**src/rtl/asip_trace_buffer.sv**
```systemverilog
// Triggered capture of retired-instruction records into a circular buffer, drained FWFT over valid/ready.
// Write lands at the clk edge and is readable next cycle; rd_data is combinational from memory and rd_ptr.
module asip_trace_buffer #(
  parameter int DATA_WIDTH     = 24,
  parameter int REG_ADDR_WIDTH = 6,
  parameter int DEPTH          = 16,
  localparam int ADDR_WIDTH    = $clog2(DEPTH),
  localparam int REC_WIDTH     = 3*DATA_WIDTH + REG_ADDR_WIDTH + 1
) (
  input  logic                      clk,
  input  logic                      reset,
  input  logic                      ev_valid,
  input  logic [DATA_WIDTH-1:0]     ev_pc,
  input  logic [DATA_WIDTH-1:0]     ev_instr,
  input  logic [DATA_WIDTH-1:0]     ev_wdata,
  input  logic [REG_ADDR_WIDTH-1:0] ev_wreg,
  input  logic                      ev_branch,
  input  logic                      arm,
  input  logic                      stop,
  input  logic                      clear,
  input  logic                      wrap_mode,
  input  logic                      trig_en,
  input  logic [DATA_WIDTH-1:0]     trig_pc,
  output logic                      rd_valid,
  input  logic                      rd_ready,
  output logic [REC_WIDTH-1:0]      rd_data,
  output logic [ADDR_WIDTH:0]       count,
  output logic [15:0]               dropped,
  output logic [1:0]                state
);

  typedef enum logic [1:0] {
    S_IDLE    = 2'b00,
    S_ARMED   = 2'b01,
    S_CAPTURE = 2'b10,
    S_DONE    = 2'b11
  } state_e;

  localparam logic [ADDR_WIDTH:0] FULL_CNT = (ADDR_WIDTH+1)'(DEPTH);

  state_e                  state_q;
  logic [ADDR_WIDTH-1:0]   wr_ptr_q, wr_ptr_d;
  logic [ADDR_WIDTH-1:0]   rd_ptr_q, rd_ptr_d;
  logic [ADDR_WIDTH:0]     count_q, count_d;
  logic [15:0]             dropped_q, dropped_d;
  logic [REC_WIDTH-1:0]    mem_q [DEPTH];

  logic                    full;
  logic                    pop;
  logic                    trig_hit;
  logic                    want_wr;
  logic                    blocked;
  logic                    wr_en;
  logic                    overwrite;
  logic                    drop;
  logic [REC_WIDTH-1:0]    ev_rec;

  assign ev_rec   = {ev_pc, ev_instr, ev_wdata, ev_wreg, ev_branch};
  assign full     = (count_q == FULL_CNT);
  assign rd_valid = (count_q != '0);
  assign pop      = rd_valid && rd_ready;
  assign trig_hit = ev_valid && (!trig_en || (ev_pc == trig_pc));

  // In ARMED a simultaneous stop ends the session before capture starts, so the trigger is not stored.
  assign want_wr   = ((state_q == S_ARMED) && trig_hit && !stop) ||
                     ((state_q == S_CAPTURE) && ev_valid);
  assign blocked   = full && !pop && !wrap_mode;
  assign wr_en     = want_wr && !blocked && !clear;
  assign overwrite = wr_en && full && !pop;
  // A record is lost either by being refused (no wrap) or by evicting the oldest (wrap).
  assign drop      = want_wr && full && !pop && !clear;

  always_comb begin
    wr_ptr_d  = wr_ptr_q;
    rd_ptr_d  = rd_ptr_q;
    count_d   = count_q;
    dropped_d = dropped_q;
    if (wr_en) begin
      wr_ptr_d = wr_ptr_q + 1'b1;
    end
    if (pop || overwrite) begin
      rd_ptr_d = rd_ptr_q + 1'b1;
    end
    if (wr_en && !pop && !overwrite) begin
      count_d = count_q + 1'b1;
    end else if (pop && !wr_en) begin
      count_d = count_q - 1'b1;
    end
    if (drop && (dropped_q != 16'hFFFF)) begin
      dropped_d = dropped_q + 16'd1;
    end
  end

  always_ff @(posedge clk) begin
    if (!reset || clear) begin
      state_q   <= S_IDLE;
      wr_ptr_q  <= '0;
      rd_ptr_q  <= '0;
      count_q   <= '0;
      dropped_q <= '0;
    end else begin
      wr_ptr_q  <= wr_ptr_d;
      rd_ptr_q  <= rd_ptr_d;
      count_q   <= count_d;
      dropped_q <= dropped_d;
      case (state_q)
        S_IDLE: begin
          if (arm) state_q <= S_ARMED;
        end
        S_ARMED: begin
          if (stop) state_q <= S_DONE;
          else if (trig_hit) state_q <= S_CAPTURE;
        end
        S_CAPTURE: begin
          // Also catches a capture that started on an already-full buffer without wrap.
          if (stop || (!wrap_mode && (count_d == FULL_CNT))) state_q <= S_DONE;
        end
        S_DONE: begin
          if (arm) state_q <= S_ARMED;
        end
        default: state_q <= S_IDLE;
      endcase
    end
  end

  always_ff @(posedge clk) begin
    if (reset && wr_en) begin
      mem_q[wr_ptr_q] <= ev_rec;
    end
  end

  assign rd_data = mem_q[rd_ptr_q];
  assign count   = count_q;
  assign dropped = dropped_q;
  assign state   = state_q;

endmodule
```
**config.mk**
```make
export PLATFORM = sky130hd
export DESIGN_NAME = asip_trace_buffer
export DESIGN_NICKNAME = d
export VERILOG_FILES = /design/src/rtl/asip_trace_buffer.sv
export SDC_FILE = /design/constraint.sdc
export NUM_CORES = 1
export LEC_CHECK = 0
export ABC_CLOCK_PERIOD_IN_PS = 7160
export CELL_PAD_IN_SITES_DETAIL_PLACEMENT = 1
export CELL_PAD_IN_SITES_GLOBAL_PLACEMENT = 1
export CORE_AREA = 2 2 300 302
export CTS_BUF_LIST = sky130_fd_sc_hd__clkbuf_8
export DETAILED_ROUTE_END_ITERATION = 10
export DIE_AREA = 0 0 302 304
export GPL_TIMING_DRIVEN = 0
export PLACE_DENSITY = 0.89
export SLEW_MARGIN = 30
export SYNTH_ARGS = -nofsm -noshare
export SYNTH_HDL_FRONTEND = slang
export SYNTH_SLANG_ARGS = --single-unit
```
**constraint.sdc**
```tcl
create_clock -name clk -period 7.16 [get_ports clk]
set_input_delay 1.074 -clock clk [delete_from_list [all_inputs] [get_ports clk]]
set_output_delay 1.074 -clock clk [all_outputs]
set_load 0.02 [all_outputs]
```
[Word level (Yosys, flattened, before mapping)]
Memory sizes are Yosys's and may differ from the RTL's. A register that Yosys moved wholly into a read port is not among the register bits.
Cells that the tools add are included.
Storage, ports and cells
  word-level logic and storage cells: 70
  input port bits: 112
  bits in writable memories: 1264
  flip-flop bits (word level): 31
  memories kept: 1
Memory list
  mem_q: depth 16, width 79, read ports 1, clocked after Yosys merged registers in 1, wr ports 1, RTL line 46  | logic [REC_WIDTH-1:0] mem_q [DEPTH];
Operators by class
  add/subtract/negate cells: 5
  reductions and logical operators: 38
  multiplexer cells: 11
  eq/ne operators: 10
Operators by type and width (number)
  $eq A24 B24 Y1: 1
  $logic_and A1 B1 Y1: 20
  $add A16 B1 Y16 const B: 1
  $ne A16 B16 Y1 const B: 1
  $eq A5 B5 Y1 const B: 2
  $mux W5: 2
  $logic_not A1 Y1: 9
  $add A4 B1 Y4 const B: 2
  $mux W2: 4
  $mux W4: 2
  $pmux W2 S3: 1
  $add A5 B1 Y5 const B: 1
  $logic_or A1 B1 Y1: 5
  $reduce_bool A5 Y1: 1
  $sub A5 B1 Y5 const B: 1
  $eq A2 B2 Y1 const B: 2
  $ne A2 B1 Y1 const B: 2
  $ne A3 B3 Y1 const B: 1
  $reduce_and A3 Y1: 1
  $eq A2 B1 Y1 const B: 1
  $logic_not A2 Y1: 1
  $mux W1: 2
  $reduce_or A2 Y1: 1

[Logic depth before layout (Yosys ltp)]
  depth after elaboration: 18
  mapped depth: 12
  mapped depth without buffers: 12

[Worst setup path after synthesis]
OpenSTA, ideal clock, no wires.
  path kind: input to register
  start point: in trig_pc[21]
  end point: mem mem_q[7][0] in the netlist's numbering, enable pin
  required time: 6.643 ns
  setup time: 0.517 ns
  arrival time: 5.747 ns
  stages on the path: 8
  path slack: 0.896 ns
  cells stage by stage: xor2_1 -> nor4_4 -> nand4b_1 -> o21a_1 -> buf_6 -> nor2_2 -> nand2_1 -> nor2_1
On the way
  cells in the longest elaborated chain, start to end: 11
RTL lines
  from (decl): RTL line 23  | input logic [DATA_WIDTH-1:0] trig_pc,
  $eq A24 B24 Y1: RTL line 62  | assign trig_hit = ev_valid && (!trig_en || (ev_pc == trig_pc));
  $logic_or A1 B1 Y1: RTL line 62
  $logic_and A1 B1 Y1: RTL line 62
  $logic_and A1 B1 Y1 (2 in series): RTL line 65  | assign want_wr = ((state_q == S_ARMED) && trig_hit && !stop) ||
  $logic_or A1 B1 Y1: RTL line 65
  $logic_and A1 B1 Y1 (2 in series): RTL line 68  | assign wr_en = want_wr && !blocked && !clear;
  $logic_and A1 B1 Y1: RTL line 127  | if (reset && wr_en) begin
  $mux W1: RTL line 127
  $mux W1 (implied by the code): RTL line 128  | mem_q[wr_ptr_q] <= ev_rec;
  to (decl): RTL line 46
No other way between the ends.

==> flow_summary.toml <==
[die]
die-height_um = 304
start_util = 0.554
core_area_mm2 = 0.0890
ios = 215
fp.dieW_um = 302
rows = 110
design.die.area_mm2 = 0.0918

[layout]
areaGrowthSynthToFinish_pct = 19.9
drive_above_1_share = 0.304
nets = 2628
final_util = 0.665
fillers = 6876

[worst_setup_path]
crit_fanout = 10
reg2regPathDepth = 12
criticalPathCategory = "register to output pin"
startpoint_type = "register"
required_ns = 6.09
r2r-end = "mem_q[11][8]"
critPathCaptureType = "output pin"
arrival_ns = 5.09
r2r_setup_slack_ns = 3.14
r2r_start = "count[1]"

[pwr]
combPwrFrac = 0.027
leakage_nw = 18.3
p_int_w = 0.0115
p_sw_frac = 0.230
report.power.total_w = 0.0150
power.net_switching_w = 0.00345
irDropWorstVdd_uv = 198
seq_power_share = 0.557
p_per_area_mw_per_mm2 = 253
power.share.clock = 0.416

[outcome]
status = "finished clean"

[flow_run]
cap_violations = 0

[global_routing]
grt.total_usage = 0.343
antenna_found_initial = 19
grt_pass1_wl_um = 216000
grt_pass1_vias = 28000
grt-ovfl-total = 0
grt_max_degree = 18

[routing]
route.detailed.drc = 0
first_iter_violations = 3877
wl_per_cell_um = 40.0
ant_nets = 0
firstDrtPassIters = 5
num_vias = 26200
viasPerCell = 6.81
finalWirelength_um = 154000

[yosys]
yosysTopAreaCell = "edfxtp_1"
synth_top_area_frac = 0.769
syn_area_per_cell_um2 = 24.5
yosysSeqAreaShare = 0.783
ys_ff_latch = 1299
synth_warnings = 0
syn_area_mm2 = 0.0494
async_flop_share = 0
synthTopCellsByArea = "edfxtp_1 (77%), mux4_2 (18%), dfxtp_1 (1.4%)"
synth_cells = 2011
synth_nets = 2134
synth_edf_count = 1264
synth_cell_type_count = 46
synth_ff_type = "edfxtp_1"

[cts]
path_clk_slew_ns = 0.06
htree_num_levels = 4
clock_latency_ns = 0.91
clockBufferDepth = 3
cts.sinks = 1299
cts_resized = 0
cts_made_buffers = 196
cts_hold_buf = 0
post_cts_buffers = 0
root_buffer = "clkbuf_8"
cts_tree = "yes"

[hold_path]
min_to = "dropped[8]"
min_path_type = "register to register"
holdPathStages = 2
min_from = "dropped[8]"

[timing]
rsz0062_at_grt = "no"
min_period_over_period = 0.861
tightestPinTransition_ns = 1.09
setup_viol = 0
finClkSkew_ns = 0.0503
finalHoldViolCount = 0
fmax_mhz = 162
relSlewSlack = 0.271
final_max_slew_viol_count = 0
period_needed_ns = 6.17

[placed_design]
hpwl_um = 89200
gp_congestion = 0.770
port_buffers = 214
## cell usage in the layout, fill, tap and decap left out, types with 4 or more instances in the layout
master	synthesis	routed
dfxtp_1	35	35
clkbuf_2	0	28
xor2_1	31	31
diode_2	0	7
mux2i_1	7	7
a21oi_1	8	8
clkbuf_1	67	43
edfxtp_1	1264	1264
nor2b_1	4	4
inv_1	11	65
o21ai_0	6	6
buf_16	0	81
nand2b_1	4	4
inv_6	0	4
bufinv_16	0	12
mux4_2	395	395
xnor2_1	11	11
nor2_4	0	16
nand4_1	7	7
nor4_1	5	4
ha_1	11	11
clkinv_1	0	44
nand3_1	7	7
nand2_1	19	19
inv_12	0	4
clkbuf_8	0	197
clkinv_2	0	28
nor2_1	50	34
nor3_1	6	6
clkdlybuf4s50_1	0	214
buf_2	1	18
## registers in the layout, indices dropped and copies added (netlist names), named ones only
signal and flops:
count 5, mem_q 1264, rd_ptr_q 4, dropped 16, state 2, wr_ptr_q 4
## power groups by stage
stage / Clock (W) / Sequential (W) / Combinational (W)
after floorplan: 0 / 0.00851 / 0.000147
after global placement: 0 / 0.00850 / 0.000352
after detailed placement: 0 / 0.00850 / 0.000389
after CTS: 0.00625 / 0.00834 / 0.000399
after global routing: 0.00650 / 0.00834 / 0.000424
final: 0.00624 / 0.00834 / 0.000403
## stage by stage
stage	hold slack (ns)	TNS [ns]	instances	instance area, µm²	setup slack (ns)
floorplan	0.485	0	2011	49400	0.896
CTS	0.530	0	3834	59100	0.638
global placement	0.482	-7156.32	3401	53000	-5.79
finish	0.526	0	3841	59200	0.993
global route	0.563	0	3839	59200	0.930
detailed placement	0.514	0	3483	55400	0.494
## worst max-delay path, cell delays in order, from the launching register on
cell and delay, ns:
dfxtp_1 0.35, clkbuf_2 0.45, clkbuf_1 0.87, buf_1 0.59, buf_6 0.25, mux4_2 0.56, mux4_2 0.55, clkdlybuf4s50_1 0.58
## synth_stat cells, drive strengths merged, types with 8 or more instances
cell type / n
mux4: 395
xnor2: 11
o21ai: 9
nand2: 20
a21oi: 8
nor2: 51
inv: 11
ha: 11
dfxtp: 35
edfxtp: 1264
clkbuf: 67
buf: 26
xor2: 31
## layer usage
| layer | wire [µm] | track usage |
|---|---|---|
| met5 | 153 | 0 |
| met4 | 7740 | 0.167 |
| met3 | 16700 | 0.0790 |
| met2 | 78300 | 0.563 |
| met1 | 50800 | 0.434 |
## worst max-delay path by stage
| stage | from | to | slack, ns | depth (start not counted) |
|---|---|---|---|---|
| detailed placement | ev_pc[16] | mem_q[11][21] | 0.49 | 13 |
| floorplan | trig_pc[21] | mem_q[7][0] | 0.90 | 8 |
| finish | register | rd_data[2] | 0.99 | 7 |
| global route | register | rd_data[2] | 0.93 | 7 |
| CTS | register | rd_data[78] | 0.64 | 6 |
| global placement | ev_pc[16] | mem_q[3][21] | -5.79 | 9 |
## layout make-up
type	instances	area, µm²	share of cell area
Antenna cell	7	17.5	0.000296
Buffer	93	414	0.00700
Clock buffer	197	2710	0.0458
Clock inverter	154	1060	0.0179
Inverter	11	41.3	0.000698
Multi-Input combinational cell	608	10400	0.176
Sequential cell	1299	38700	0.653
Tap cell	1176	1470	0.0249
Timing Repair Buffer	296	4380	0.0741
## cells by family (layout without fill, tap and decap cells)
kind of cell | Yosys count | after routing | synth area share
multiplexers | 404 | 404 | 0.182
buffers and inverters | 104 | 751 | 0.00809
AO/OA/AOI/OAI | 25 | 25 | 0.00314
adder cells (fa/ha/maj) | 11 | 11 | 0.00279
flip-flops | 1299 | 1299 | 0.783
XOR/XNOR | 42 | 42 | 0.00745
other | 0 | 7 | 0
AND/OR/NAND/NOR | 126 | 126 | 0.0132
Power figures use the tool's default switching activity.
